<file path="src/rtl/key_encoder_if.sv">
// Byte stream from the key encoder to the UART transmitter.
// The master presents data/valid and holds them until the slave raises ready.
interface key_encoder_if;
  logic [7:0] data;
  logic       valid;
  logic       ready;

  modport master (
    output data,
    output valid,
    input  ready
  );

  modport slave (
    input  data,
    input  valid,
    output ready
  );
endinterface

</file>
<file path="src/rtl/key_encoder.sv">
// Key events and identify requests to VT52 host-bound byte sequences.
// Optional: CAPS_LOCK_EN adds a caps-lock key and a-z upcasing.
module key_encoder #(
  parameter logic [7:0] KEY_BASE   = 8'h80,
  parameter logic [7:0] IDENT_CHAR = 8'h4B
) (
  input  logic       clk,
  input  logic       clr,
  input  logic [7:0] key_code,
  input  logic       key_valid,
  output logic       key_ready,
  input  logic       ident_req,
  output logic       caps_on,
  key_encoder_if.master tx
);

  typedef enum logic [1:0] {
    S_IDLE,
    S_B0,
    S_B1,
    S_B2
  } state_t;

  state_t     r_state, n_state;
  logic [7:0] r_data, n_data;
  logic       r_valid, n_valid;
  logic [7:0] r_b1, n_b1;
  logic [7:0] r_b2, n_b2;
  logic [1:0] r_last, n_last;
  logic       r_pend, n_pend;

  logic [7:0] w_off;
  logic       w_plain;
  logic       w_arrow;
  logic       w_pf;
  logic [7:0] w_char;
  logic [1:0] w_idx;
  logic       w_start_id;

`ifdef CAPS_LOCK_EN
  logic       r_caps, n_caps;
  logic       w_capk;
  assign w_capk  = !w_plain && key_code >= KEY_BASE
                   && w_off == 8'd7;
  assign w_char  = (r_caps && key_code >= 8'h61
                    && key_code <= 8'h7A)
                   ? key_code - 8'h20 : key_code;
  assign caps_on = r_caps;
`else
  assign w_char  = key_code;
  assign caps_on = 1'b0;
`endif

  assign w_off   = key_code - KEY_BASE;
  assign w_plain = key_code < 8'h80;
  assign w_arrow = !w_plain && key_code >= KEY_BASE
                   && w_off < 8'd4;
  assign w_pf    = !w_plain && key_code >= KEY_BASE
                   && w_off >= 8'd4 && w_off < 8'd7;

  // Identify beats any key; key_ready drops on the request cycle itself.
  assign w_start_id = (r_state == S_IDLE)
                      && (r_pend || ident_req);
  assign key_ready  = (r_state == S_IDLE)
                      && !r_pend && !ident_req;

  assign tx.data  = r_data;
  assign tx.valid = r_valid;

  always_comb begin
    w_idx = 2'd0;
    unique case (r_state)
      S_B1:    w_idx = 2'd1;
      S_B2:    w_idx = 2'd2;
      default: w_idx = 2'd0;
    endcase
  end

  always_comb begin
    n_state = r_state;
    n_data  = r_data;
    n_valid = r_valid;
    n_b1    = r_b1;
    n_b2    = r_b2;
    n_last  = r_last;
    n_pend  = r_pend;
`ifdef CAPS_LOCK_EN
    n_caps  = r_caps;
`endif
    unique case (r_state)
      S_IDLE: begin
        if (w_start_id) begin
          n_state = S_B0;
          n_valid = 1'b1;
          n_data  = 8'h1B;
          n_b1    = 8'h2F;
          n_b2    = IDENT_CHAR;
          n_last  = 2'd2;
        end else if (key_valid) begin
          unique case (1'b1)
            w_plain: begin
              n_state = S_B0;
              n_valid = 1'b1;
              n_data  = w_char;
              n_last  = 2'd0;
            end
            w_arrow: begin
              n_state = S_B0;
              n_valid = 1'b1;
              n_data  = 8'h1B;
              n_b1    = 8'h41 + w_off;
              n_last  = 2'd1;
            end
            w_pf: begin
              n_state = S_B0;
              n_valid = 1'b1;
              n_data  = 8'h1B;
              n_b1    = 8'h4C + w_off;
              n_last  = 2'd1;
            end
`ifdef CAPS_LOCK_EN
            w_capk: n_caps = !r_caps;
`endif
            default: ;
          endcase
        end
      end
      default: begin
        if (r_valid && tx.ready) begin
          if (w_idx == r_last) begin
            n_state = S_IDLE;
            n_valid = 1'b0;
          end else if (r_state == S_B0) begin
            n_state = S_B1;
            n_data  = r_b1;
          end else begin
            n_state = S_B2;
            n_data  = r_b2;
          end
        end
      end
    endcase
    if (w_start_id) n_pend = 1'b0;
    else if (ident_req) n_pend = 1'b1;
  end

  always_ff @(posedge clk) begin
    if (clr) begin
      r_state <= S_IDLE;
      r_data  <= 8'h00;
      r_valid <= 1'b0;
      r_b1    <= 8'h00;
      r_b2    <= 8'h00;
      r_last  <= 2'd0;
      r_pend  <= 1'b0;
`ifdef CAPS_LOCK_EN
      r_caps  <= 1'b0;
`endif
    end else begin
      r_state <= n_state;
      r_data  <= n_data;
      r_valid <= n_valid;
      r_b1    <= n_b1;
      r_b2    <= n_b2;
      r_last  <= n_last;
      r_pend  <= n_pend;
`ifdef CAPS_LOCK_EN
      r_caps  <= n_caps;
`endif
    end
  end

endmodule
</file>
<file path="src/flat_wrapper.sv">
// flat-port wrapper written by rule: the top's interface ports become plain ports
module key_encoder_flat 
#(
  parameter logic [7:0] KEY_BASE   = 8'h80,
  parameter logic [7:0] IDENT_CHAR = 8'h4B
)
  (clk, clr, key_code, key_valid, key_ready, ident_req, caps_on, tx_data, tx_valid, tx_ready);
  key_encoder_if tx_i ();
  input  logic clk;
  input  logic clr;
  input  logic [7:0] key_code;
  input  logic key_valid;
  output logic key_ready;
  input  logic ident_req;
  output logic caps_on;
  output wire logic [$bits(tx_i.data)-1:0] tx_data;
  output wire logic [$bits(tx_i.valid)-1:0] tx_valid;
  input wire logic [$bits(tx_i.ready)-1:0] tx_ready;
  assign tx_data = tx_i.data;
  assign tx_valid = tx_i.valid;
  assign tx_i.ready = tx_ready;
  key_encoder #(.KEY_BASE(KEY_BASE), .IDENT_CHAR(IDENT_CHAR)) u_core (.clk(clk), .clr(clr), .key_code(key_code), .key_valid(key_valid), .key_ready(key_ready), .ident_req(ident_req), .caps_on(caps_on), .tx(tx_i));
endmodule
</file>
<file path="config.mk">
export PLATFORM = sky130hd
export DESIGN_NAME = key_encoder_flat
export DESIGN_NICKNAME = d
export VERILOG_FILES = /design/src/rtl/key_encoder_if.sv /design/src/rtl/key_encoder.sv /design/src/flat_wrapper.sv
export SDC_FILE = /design/constraint.sdc
export NUM_CORES = 1
export LEC_CHECK = 0
export BUFFER_PORTS_ARGS = -buffer_cell sky130_fd_sc_hd__buf_2
export CAP_MARGIN = 0
export CORE_MARGIN = 10
export CORE_UTILIZATION = 54
export DETAILED_ROUTE_END_ITERATION = 8
export HOLD_SLACK_MARGIN = 0.05
export MAX_ROUTING_LAYER = met4
export PLACE_DENSITY = 0.9
export SYNTH_ARGS = -nofsm -noshare
export SYNTH_HDL_FRONTEND = slang
export SYNTH_SLANG_ARGS = --single-unit
</file>
<file path="constraint.sdc">
create_clock -name clk -period 2.28 [get_ports clk]
set_clock_uncertainty 0.05 [all_clocks]
set_input_delay 0.228 -clock clk [delete_from_list [all_inputs] [get_ports clk]]
set_output_delay 0.228 -clock clk [all_outputs]
set_load 0.05 [all_outputs]
</file>
Word level (Yosys, flattened, before mapping)
Index checks and enable logic that the tools add are counted.

Add/subtract/negate cells: 3. Magnitude comparators: 5. Eq/ne operators: 8. Mux-type cells: 27. Reductions and logical operators: 27.

Operators by type and width (number): two-way mux 8 bit (8); case mux 8 bit (2 select lines) (2); adder 7 x 8 -> 8 bit (first input constant) (2); less-than comparator 8 x 3 -> 1 bit (second input constant) (2); two-way mux 2 bit (8); AND reduction 3 bit (3); >= comparator 8 x 3 -> 1 bit (second input constant) (1); >= comparator 8 bit (second input constant) (1); logical AND 1 bit (8); less-than comparator 8 bit (second input constant) (1); case mux 2 bit (2 select lines) (2); AND reduction 4 bit (2); subtractor 8 bit (second input constant) (1); two-way mux 1 bit (7); != test 3 x 2 -> 1 bit (second input constant) (2); nonzero test 2 bit (3); nonzero test 3 bit (2); equality test 2 bit (second input constant) (2); != test 4 x 2 -> 1 bit (second input constant) (1); OR reduction 2 bit (2); zero test 1 bit (3); OR reduction 3 bit (1); equality test 2 x 1 -> 1 bit (second input constant) (1); equality test 2 bit (1); other kinds (4) (4).

Register bits: 23. Input port bits: 13. Output and inout port bits: 11. Logic and storage cells: 77.

Longest topological paths before layout
Gate-level depths: netlist (run 1).

Depth after elaboration: 10. Mapped depth: 7.

Least setup slack after synthesis (run 1)
No wires, ideal clock.

Path kind: reg-to-reg. From: register u_core.r_state[0]. To: register u_core.r_data[3] (netlist: u_core.tx.data[3]). Setup time: 0.091 ns. Data arrival time: 1.856 ns. Data required time: 2.139 ns. Setup slack: 0.283 ns. Cell stages (with the launch flop): 6. Buffers on the path: 0. Period minus slack after synthesis: 1.997 ns. Cells stage by stage: dfxtp_1 > nor4_4 > nand2_1 > a21oi_2 > nor2_1 > a311oi_1.

Cells in the longest elaborated chain, start to end: 5.

RTL lines: start, declared (RTL line key_encoder.sv:24) `state_t r_state, n_state;`; start signal, assigned (RTL line key_encoder.sv:160) `r_state <= n_state;`; equality test 2 bit / equality test 2 x 1 -> 1 bit (equally long branches) (RTL line key_encoder.sv:72, key_encoder.sv:133); case mux 2 bit (2 select lines) / two-way mux 8 bit (equally long branches) (RTL line key_encoder.sv:72, key_encoder.sv:133); equality test 2 bit / two-way mux 8 bit (equally long branches) (RTL line key_encoder.sv:130) `if (w_idx == r_last) begin`; != test 2 x 1 -> 1 bit (no line) / two-way mux 8 bit (equally long branches); AND reduction 4 bit (no line) / two-way mux 8 bit (equally long branches); end signal, assigned (RTL line key_encoder.sv:161) `r_data <= n_data;`; end, declared (RTL line key_encoder.sv:25) `logic [7:0] r_data, n_data;`.

Several ways; a longest one is shown, not always the timed one. The select of a mux whose other input is x is not followed. A chain may end at the register's enable or synchronous reset.

Worst setup path after layout (run 1)
From: register u_core.r_state[1]. To: register u_core.r_state[0].

Cells in the longest elaborated chain, start to end: 6.

RTL lines: equality test 2 bit (RTL line key_encoder.sv:72) `unique case (r_state)`; case mux 2 bit (2 select lines) (RTL line key_encoder.sv:72); equality test 2 bit (RTL line key_encoder.sv:130); two-way mux 2 bit (RTL line key_encoder.sv:130); two-way mux 2 bit (RTL line key_encoder.sv:129) `if (r_valid && tx.ready) begin`; two-way mux 2 bit (RTL line key_encoder.sv:90) `unique case (r_state)`.

Several ways; a longest one is shown, not always the timed one. The select of a mux whose other input is x is not followed.

==> impl_metrics.json, run 1 <==
{
  "finalNonFillerCells": 207,
  "vdd_drop_max_mv": 0.550,
  "clock_latency_ns": 0.32,
  "numPlacedInstances": 203,
  "criticalPathCategory": "register to register",
  "drtIter0Drc": 115,
  "cts_tree": "done",
  "grt_pass1_wl_um": 5900,
  "cts_resized": 0,
  "synth_most_common_cell": "dfxtp_1",
  "ctsHoldBuffers": 0,
  "grt_use_total": 0.143,
  "max-cap-violations": 0,
  "row_count": 18,
  "cts_buffers": 3,
  "synth-edff-count": 0,
  "rsz0062_at_grt": "false",
  "drv_slew": 0,
  "ant_nets": 0,
  "synthArstFlopShare": 0,
  "drive_gt1_frac": 0.215,
  "switchingPower_uw": 610,
  "crit_path_end": "u_core.r_state[0]",
  "power.density_nw_per_um2": 907,
  "cp-start-kind": "register",
  "root_buffer": "clkbuf_4",
  "cts.sinks": 23,
  "power_leakage_uw": 0.000597,
  "syn_area_um2": 1350,
  "path_delay_family": "simple AND/OR/NAND/NOR gates",
  "netSwitchingFraction": 0.454,
  "post_cts_buffers": 0,
  "place_area_um2": 1460,
  "htree_levels": 1,
  "syn_area_per_cell_um2": 8.52,
  "detail_route.vias_per_cell": 6.18,
  "cpMaxStageDelayCell": "dfxtp_1",
  "power_frac_seq": 0.402,
  "antenna_found_initial": 0,
  "synthFlopType": "dfxtp_1",
  "io_buffers": 22,
  "crit_buf_inv": 0,
  "area_growth_pct": 10.0,
  "timing.rr.end": "u_core.r_state[0]",
  "grt_max_degree": 24,
  "yosysSeqAreaShare": 0.342,
  "synthTopCellsByArea": "dfxtp_1 (34%), a21oi_1 (8.2%), a211oi_1 (5.0%)",
  "setup_viol_count_final": 0,
  "netlist.area_leader.share": 0.342,
  "synth_cells": 158,
  "drt_first_pass_iters": 5,
  "internal_power_uw": 733,
  "required_ns": 2.48,
  "dpl.hpwl_um": 2670,
  "fin_tns_setup_ns": 0,
  "die_h_um": 69.9,
  "ios": 24,
  "grt_overflow": 0,
  "slowest_delay_ns": 0.50,
  "coreArea_um2": 2430,
  "start_util": 0.553,
  "worstMarginPinSlew_ns": 0.569,
  "r2r_cells": 5,
  "finalInstanceArea_um2": 1480,
  "r2r-start": "u_core.r_state[1]",
  "crit_arrival_ns": 2.14,
  "routedWlPerCell_um": 16.2,
  "status": "completed",
  "path_cells": "nor2_4 > o21ai_2 > and2_1 > or4_1 > a21oi_1",
  "power_frac_comb": 0.455,
  "synth_common_cells": "dfxtp_1 (23), a21oi_1 (22), o21ai_0 (10)",
  "synth_largest_area_cell": "dfxtp_1",
  "finalWirelength_um": 3350,
  "path_clk_slew_ns": 0.12,
  "synth_fp_nets": 176,
  "gp_congestion": 0.973,
  "reg2reg_slack_ns": 0.34,
  "clockPowerShare": 0.143,
  "synth.distinct_cells": 45,
  "path_max_fanout": 12,
  "drc": 0,
  "fin_nets": 196,
  "dieArea_um2": 4890,
  "yosys_warnings": 0,
  "clock.fmax_mhz": 514,
  "path_depth": 5,
  "vias": 1280,
  "cp-end-kind": "register",
  "clock_path_buffers": 2,
  "die_x_um": 69.9,
  "num_antenna_cells": 0,
  "period_minus_slack_ns": 1.94,
  "worstHoldPathCells": 3,
  "finalCritPeriodShare": 0.853,
  "grt_pass1_vias": 1245,
  "hold_class": "input port to register",
  "startpoint": "u_core.r_state[1]",
  "hold_violations": 0,
  "slew_headroom": 0.620,
  "ys_ff_latch": 23
}
==> cells in the final DEF (no fill, tap or decap), types with 3 or more instances in the layout <==
cell      count
a311oi_1      4
o21ai_0      10
a21oi_1      22
or2_1         3
inv_1         9
buf_2        22
nand2_1       6
a211oi_1      9
nand3_1       3
and2_1        3
nand2b_1      3
clkbuf_4      3
o31ai_1       5
xnor2_1       3
nor2b_1       3
ha_1          5
nor3_1        3
dfxtp_1      23
nor2_1        9
==> final cells by class <==
class	count	area, um2
Clock buffer	4	26.3
Fill cell	202	951
Inverter	10	37.5
Multi-Input combinational cell	118	810
Sequential cell	23	460
Tap cell	30	37.5
Timing Repair Buffer	22	110
==> power by group through the flow <==
stage / Sequential (uW) / Clock (uW) / Combinational, uW
floorplan: 682 / 0 / 333
global placement: 541 / 0 / 590
detailed placement: 548 / 0 / 609
CTS: 539 / 194 / 609
global route: 552 / 210 / 668
finish: 540 / 192 / 612
==> sequential cells by signal (all words and copies together), names as in the netlist <==
name	cells
u_core.r_b2	1
u_core.r_last	2
u_core.r_b1	8
u_core.tx.data	8
u_core.tx.valid	1
u_core.r_pend	1
u_core.r_state	2
==> stage by stage <==
stage	power [uW]	utilization	hold WS (ns)	setup WS, ns
6_report	1340	0.609	0.151	0.336
5_1_grt	1430	0.609	0.165	0.172
4_1_cts	1340	0.609	0.146	0.366
3_5_place_dp	1160	0.598	0.406	0.328
3_3_place_gp	1130	0.598	0.399	0.376
2_1_floorplan	1020	-	0.250	0.283
==> tightest hold or removal path, delay by kind of cell <==
| kind | cells | cell delay, ns |
|---|---|---|
| AO/OA/AOI/OAI | 1 | 0.06 |
| buffers and inverters | 1 | 0.11 |
| AND/OR/NAND/NOR | 1 | 0.08 |
==> cell families after synthesis <==
family,share of synthesized area
AO/OA/AOI/OAI,0.329
XOR/XNOR,0.0260
adder cells (fa/ha/maj),0.0465
buffers and inverters,0.0567
flip-flops,0.342
other,0.00279
AND/OR/NAND/NOR,0.197
==> worst min path at each step <==
stage | from | endpoint
after floorplan | clr | u_core.tx.data[4]
after global placement | u_core.r_b1[0] | u_core.r_b1[0]
after detailed placement | u_core.r_b1[2] | u_core.r_b1[2]
after CTS | tx_ready | u_core.r_state[1]
after global routing | tx_ready | u_core.r_state[1]
final | tx_ready | u_core.r_state[1]
==> metal layers <==
metal  GRT usage  wire, um  part of all wire
met1       0.165      1340              0.40
met2       0.229      1590              0.48
met3      0.0367       333              0.10
met4      0.0636        75             0.022
met5           -         0                 0
(Power assumes the default switching activity.)
==> run 2: changes to the inputs <==
--- a/config.mk
+++ b/config.mk
@@ -8,11 +8,12 @@
 export BUFFER_PORTS_ARGS = -buffer_cell sky130_fd_sc_hd__buf_2
 export CAP_MARGIN = 0
 export CORE_MARGIN = 10
-export CORE_UTILIZATION = 54
+export CORE_UTILIZATION = 57
+export CTS_BUF_LIST = sky130_fd_sc_hd__clkbuf_4 sky130_fd_sc_hd__clkbuf_8
 export DETAILED_ROUTE_END_ITERATION = 8
 export HOLD_SLACK_MARGIN = 0.05
 export MAX_ROUTING_LAYER = met4
-export PLACE_DENSITY = 0.9
+export PLACE_DENSITY = 0.93
 export SYNTH_ARGS = -nofsm -noshare
 export SYNTH_HDL_FRONTEND = slang
 export SYNTH_SLANG_ARGS = --single-unit
==> impl_metrics.json, run 2 (same netlist as run 1, synthesis figures left out) <==
{
  "status": "completed",
  "vdd_drop_max_mv": 0.459,
  "grt_max_degree": 24,
  "r2r-start": "u_core.r_state[0]",
  "root_buffer": "clkbuf_4",
  "timing.rr.end": "u_core.tx.data[3]",
  "criticalPathCategory": "register to register",
  "coreArea_um2": 2230,
  "die_h_um": 68.6,
  "path_cells": "nor4_4 > nand2_1 > a21oi_2 > nor2_1 > a311oi_1",
  "die_x_um": 68.6,
  "fin_tns_setup_ns": 0,
  "detail_route.vias_per_cell": 6.35,
  "dpl.hpwl_um": 2640,
  "cts_resized": 0,
  "cts_buffers": 3,
  "slew_headroom": 0.591,
  "clock.fmax_mhz": 513,
  "ant_nets": 0,
  "area_growth_pct": 10.1,
  "grt_overflow": 0,
  "fin_nets": 196,
  "finalPower_uw": 1360,
  "path_clk_slew_ns": 0.12,
  "hp-start": "tx_ready",
  "drv_slew": 0,
  "ctsHoldBuffers": 0,
  "antenna_found_initial": 0,
  "r2r_cells": 5,
  "dieArea_um2": 4710,
  "finalCritPeriodShare": 0.855,
  "cts_tree": "done",
  "num_antenna_cells": 0,
  "cp-end-kind": "register",
  "ios": 24,
  "layout_commonest_cell": "dfxtp_1",
  "vias": 1302,
  "rsz0062_at_grt": "false",
  "worst_hold_path.endpoint": "u_core.r_state[1]",
  "hold_violations": 0,
  "grt_pass1_vias": 1237,
  "htree_levels": 1,
  "period_minus_slack_ns": 1.95,
  "crit_arrival_ns": 2.15,
  "drive_gt1_frac": 0.220,
  "setup_viol_count_final": 0,
  "start_util": 0.603,
  "mostFrequentLayoutCells": "dfxtp_1 (23), a21oi_1 (22), buf_2 (22), o21ai_0 (10)",
  "cp-start-kind": "register",
  "path_max_fanout": 11,
  "drtIter0Drc": 85,
  "drc": 0,
  "cpMaxStageDelayCell": "dfxtp_1",
  "grt_use_total": 0.159,
  "power_leakage_uw": 0.000601,
  "reg2reg_slack_ns": 0.33,
  "post_cts_buffers": 0,
  "clock_latency_ns": 0.33,
  "hold_class": "input port to register",
  "finalWirelength_um": 3450,
  "clock_path_buffers": 2,
  "row_count": 17,
  "max-cap-violations": 0,
  "worstMarginPinSlew_ns": 0.613,
  "grt_pass1_wl_um": 5620,
  "worstHoldPathCells": 3,
  "gp_congestion": 1.02,
  "slowest_delay_ns": 0.49,
  "power.density_nw_per_um2": 918,
  "drt_first_pass_iters": 4,
  "required_ns": 2.48,
  "io_buffers": 22,
  "routedWlPerCell_um": 16.8,
  "cts.sinks": 23
}
## run 2: changes by cell type in the layout (fill, tap and decap cells not counted)
cell / delta
clkbuf_4: +1
clkbuf_1: -1
## run 2: area by class of cell
type,count,area (um2)
multi-input cells,118,810
well taps,28,35.0
repair buffers,22,110
flip-flops and latches,23,460
fillers,202,751
clock buffers,4,30.0
inverters,10,37.5
## run 2: through the flow
step                       util  setup WS, ns  instance area (um2)  cells  hold WS (ns)
after detailed placement  0.650         0.250                 1450    201         0.403
after global placement    0.650         0.429                 1450    201         0.398
after floorplan               -         0.283                 1350    158         0.250
after CTS                 0.664         0.356                 1480    205         0.137
final                     0.664         0.331                 1480    205         0.141
after global routing      0.664         0.178                 1480    205         0.137
## run 2: worst max-delay path, delay by kind of cell (launching register included)
kind,cells,cell delay (ns)
compound gates,2,0.52
flops,1,0.49
simple gates,3,0.81
## run 2: worst max-delay path by stage
stage	cells after the start	to	slack, ns	start
after detailed placement	5	u_core.r_b1[1]	0.25	key_code[6]
after global routing	5	u_core.tx.data[3]	0.18	u_core.r_state[0]
after CTS	5	u_core.tx.data[3]	0.36	u_core.r_state[0]
final	5	u_core.tx.data[3]	0.33	u_core.r_state[0]
after floorplan	5	u_core.tx.data[3]	0.28	u_core.r_state[0]
after global placement	8	u_core.r_state[0]	0.43	key_code[3]
## run 2: metal layers
layer	wire length, um	track usage	vias to the layer above
met5	0	-	-
met4	56	0.0854	0
met3	280	0.0467	5
met2	1700	0.259	55
met1	1410	0.171	620
li1	-	-	622
## run 2: report_power, final
part	internal [uW]	total [uW]	switching (uW)
registers	478	543	65.2
logic	187	611	424
clock network	80.7	208	127
total	746	1360	616
==> run 3: changes to the inputs <==
--- a/config.mk
+++ b/config.mk
@@ -8,12 +8,11 @@
 export BUFFER_PORTS_ARGS = -buffer_cell sky130_fd_sc_hd__buf_2
 export CAP_MARGIN = 0
 export CORE_MARGIN = 10
-export CORE_UTILIZATION = 57
-export CTS_BUF_LIST = sky130_fd_sc_hd__clkbuf_4 sky130_fd_sc_hd__clkbuf_8
+export CORE_UTILIZATION = 54
 export DETAILED_ROUTE_END_ITERATION = 8
 export HOLD_SLACK_MARGIN = 0.05
 export MAX_ROUTING_LAYER = met4
-export PLACE_DENSITY = 0.93
+export PLACE_DENSITY = 0.9
 export SYNTH_ARGS = -nofsm -noshare
 export SYNTH_HDL_FRONTEND = slang
 export SYNTH_SLANG_ARGS = --single-unit
==> constraint.sdc (replaced) <==
create_clock -name clk -period 2.28 [get_ports clk]
set_clock_uncertainty 0.05 [all_clocks]
set_input_delay 0.456 -clock clk [delete_from_list [all_inputs] [get_ports clk]]
set_output_delay 0.456 -clock clk [all_outputs]
set_load 0.05 [all_outputs]
==> impl_metrics.json, run 3 (same netlist as run 1, synthesis figures left out) <==
{
  "status": "completed",
  "r2r-start": "u_core.r_state[0]",
  "mostFrequentLayoutCells": "dfxtp_1 (23), a21oi_1 (22), buf_2 (22), o21ai_0 (10)",
  "finalPower_uw": 1340,
  "slew_headroom": 0.626,
  "drv_slew": 0,
  "r2r_cells": 5,
  "hold_violations": 0,
  "drt_first_pass_iters": 4,
  "cts_buffers": 3,
  "crit_arrival_ns": 1.63,
  "io_buffers": 22,
  "worstMarginPinSlew_ns": 0.560,
  "finalCritPeriodShare": 0.937,
  "period_minus_slack_ns": 2.14,
  "detail_route.vias_per_cell": 6.13,
  "finalWirelength_um": 3250,
  "postLayoutSetupSlackWorst_ns": 0.144,
  "cp-start-kind": "register",
  "timing.hold.ws_ns": 0.376,
  "die_x_um": 69.9,
  "grt_max_degree": 24,
  "gp_congestion": 0.934,
  "ant_nets": 0,
  "fin_tns_setup_ns": 0,
  "power_leakage_uw": 0.000603,
  "multi_input_comb_area_um2": 810,
  "num_antenna_cells": 0,
  "grt_pass1_vias": 1253,
  "vias": 1276,
  "setup_viol_count_final": 0,
  "regArea_um2": 460,
  "drc": 0,
  "clock_latency_ns": 0.31,
  "worstHoldPathCells": 3,
  "coreArea_um2": 2430,
  "start_util": 0.553,
  "area_growth_pct": 10.6,
  "layout_commonest_cell": "dfxtp_1",
  "grt_use_total": 0.132,
  "reg2reg_slack_ns": 0.32,
  "n_fill_cell": 212,
  "grt_pass1_wl_um": 5490,
  "ios": 24,
  "worst_hold_path.endpoint": "u_core.r_state[1]",
  "cp-end-kind": "output pin",
  "root_buffer": "clkbuf_4",
  "path_max_fanout": 11,
  "die_h_um": 69.9,
  "rsz0062_at_grt": "false",
  "vdd_drop_max_mv": 0.549,
  "antenna_found_initial": 0,
  "path_clk_slew_ns": 0.12,
  "ctsHoldBuffers": 0,
  "dieArea_um2": 4890,
  "timing.rr.end": "u_core.tx.data[3]",
  "clock.fmax_mhz": 468,
  "cts_tree": "done",
  "routedWlPerCell_um": 15.6,
  "dpl.hpwl_um": 2560,
  "drtIter0Drc": 117,
  "grt_overflow": 0,
  "power.density_nw_per_um2": 897,
  "dp_slack_ns": 0.137,
  "fin_nets": 197,
  "htree_levels": 1,
  "hold_class": "input port to register",
  "criticalPathCategory": "register to output pin",
  "max-cap-violations": 0,
  "cts.sinks": 23,
  "cts_resized": 0,
  "clock_path_buffers": 2,
  "required_ns": 1.77,
  "drive_gt1_frac": 0.219,
  "post_cts_buffers": 0,
  "row_count": 18,
  "hp-start": "tx_ready"
}
[run 3: worst max-delay path, cell delays in order, from the launching register on]
cell,delay [ns]
dfxtp_1,0.48
nor4_4,0.49
buf_2,0.35
[run 3: area by class of cell]
cell class | instances | share of cell area
multi-input cells | 118 | 0.544
inverters | 10 | 0.0252
flip-flops and latches | 23 | 0.309
well taps | 30 | 0.0252
clock buffers | 4 | 0.0176
repair buffers | 23 | 0.0790
[run 3: per-layer routing]
metal,wire length (um),up-vias,track usage
li1,-,621,-
met1,1350,589,0.148
met2,1560,56,0.216
met3,261,10,0.0268
met4,78,0,0.0658
met5,0,-,-
[run 3: how the worst max path moves through the flow]
stage	slack, ns	cells after the start	start	end
after floorplan	0.21	5	ident_req	u_core.tx.data[3]
after global placement	0.22	5	key_code[6]	u_core.r_b1[1]
after detailed placement	0.14	5	key_code[6]	u_core.r_b1[1]
after CTS	0.15	2	u_core.r_state[0]	key_ready
after global routing	0.08	2	u_core.r_state[0]	key_ready
final	0.14	2	u_core.r_state[0]	key_ready
[run 3: through the flow]
step | cells | area [um2] | util
floorplan | 158 | 1350 | -
global placement | 204 | 1460 | 0.601
detailed placement | 204 | 1460 | 0.601
CTS | 208 | 1490 | 0.612
global route | 208 | 1490 | 0.612
finish | 208 | 1490 | 0.612
[run 3: where the power goes]
part / internal [uW] / leakage, uW / switching, uW
Sequential: 478 / 0.000190 / 61.5
Combinational: 188 / 0.000398 / 418
Clock: 68.4 / 0.0000150 / 123
Total: 734 / 0.000603 / 602
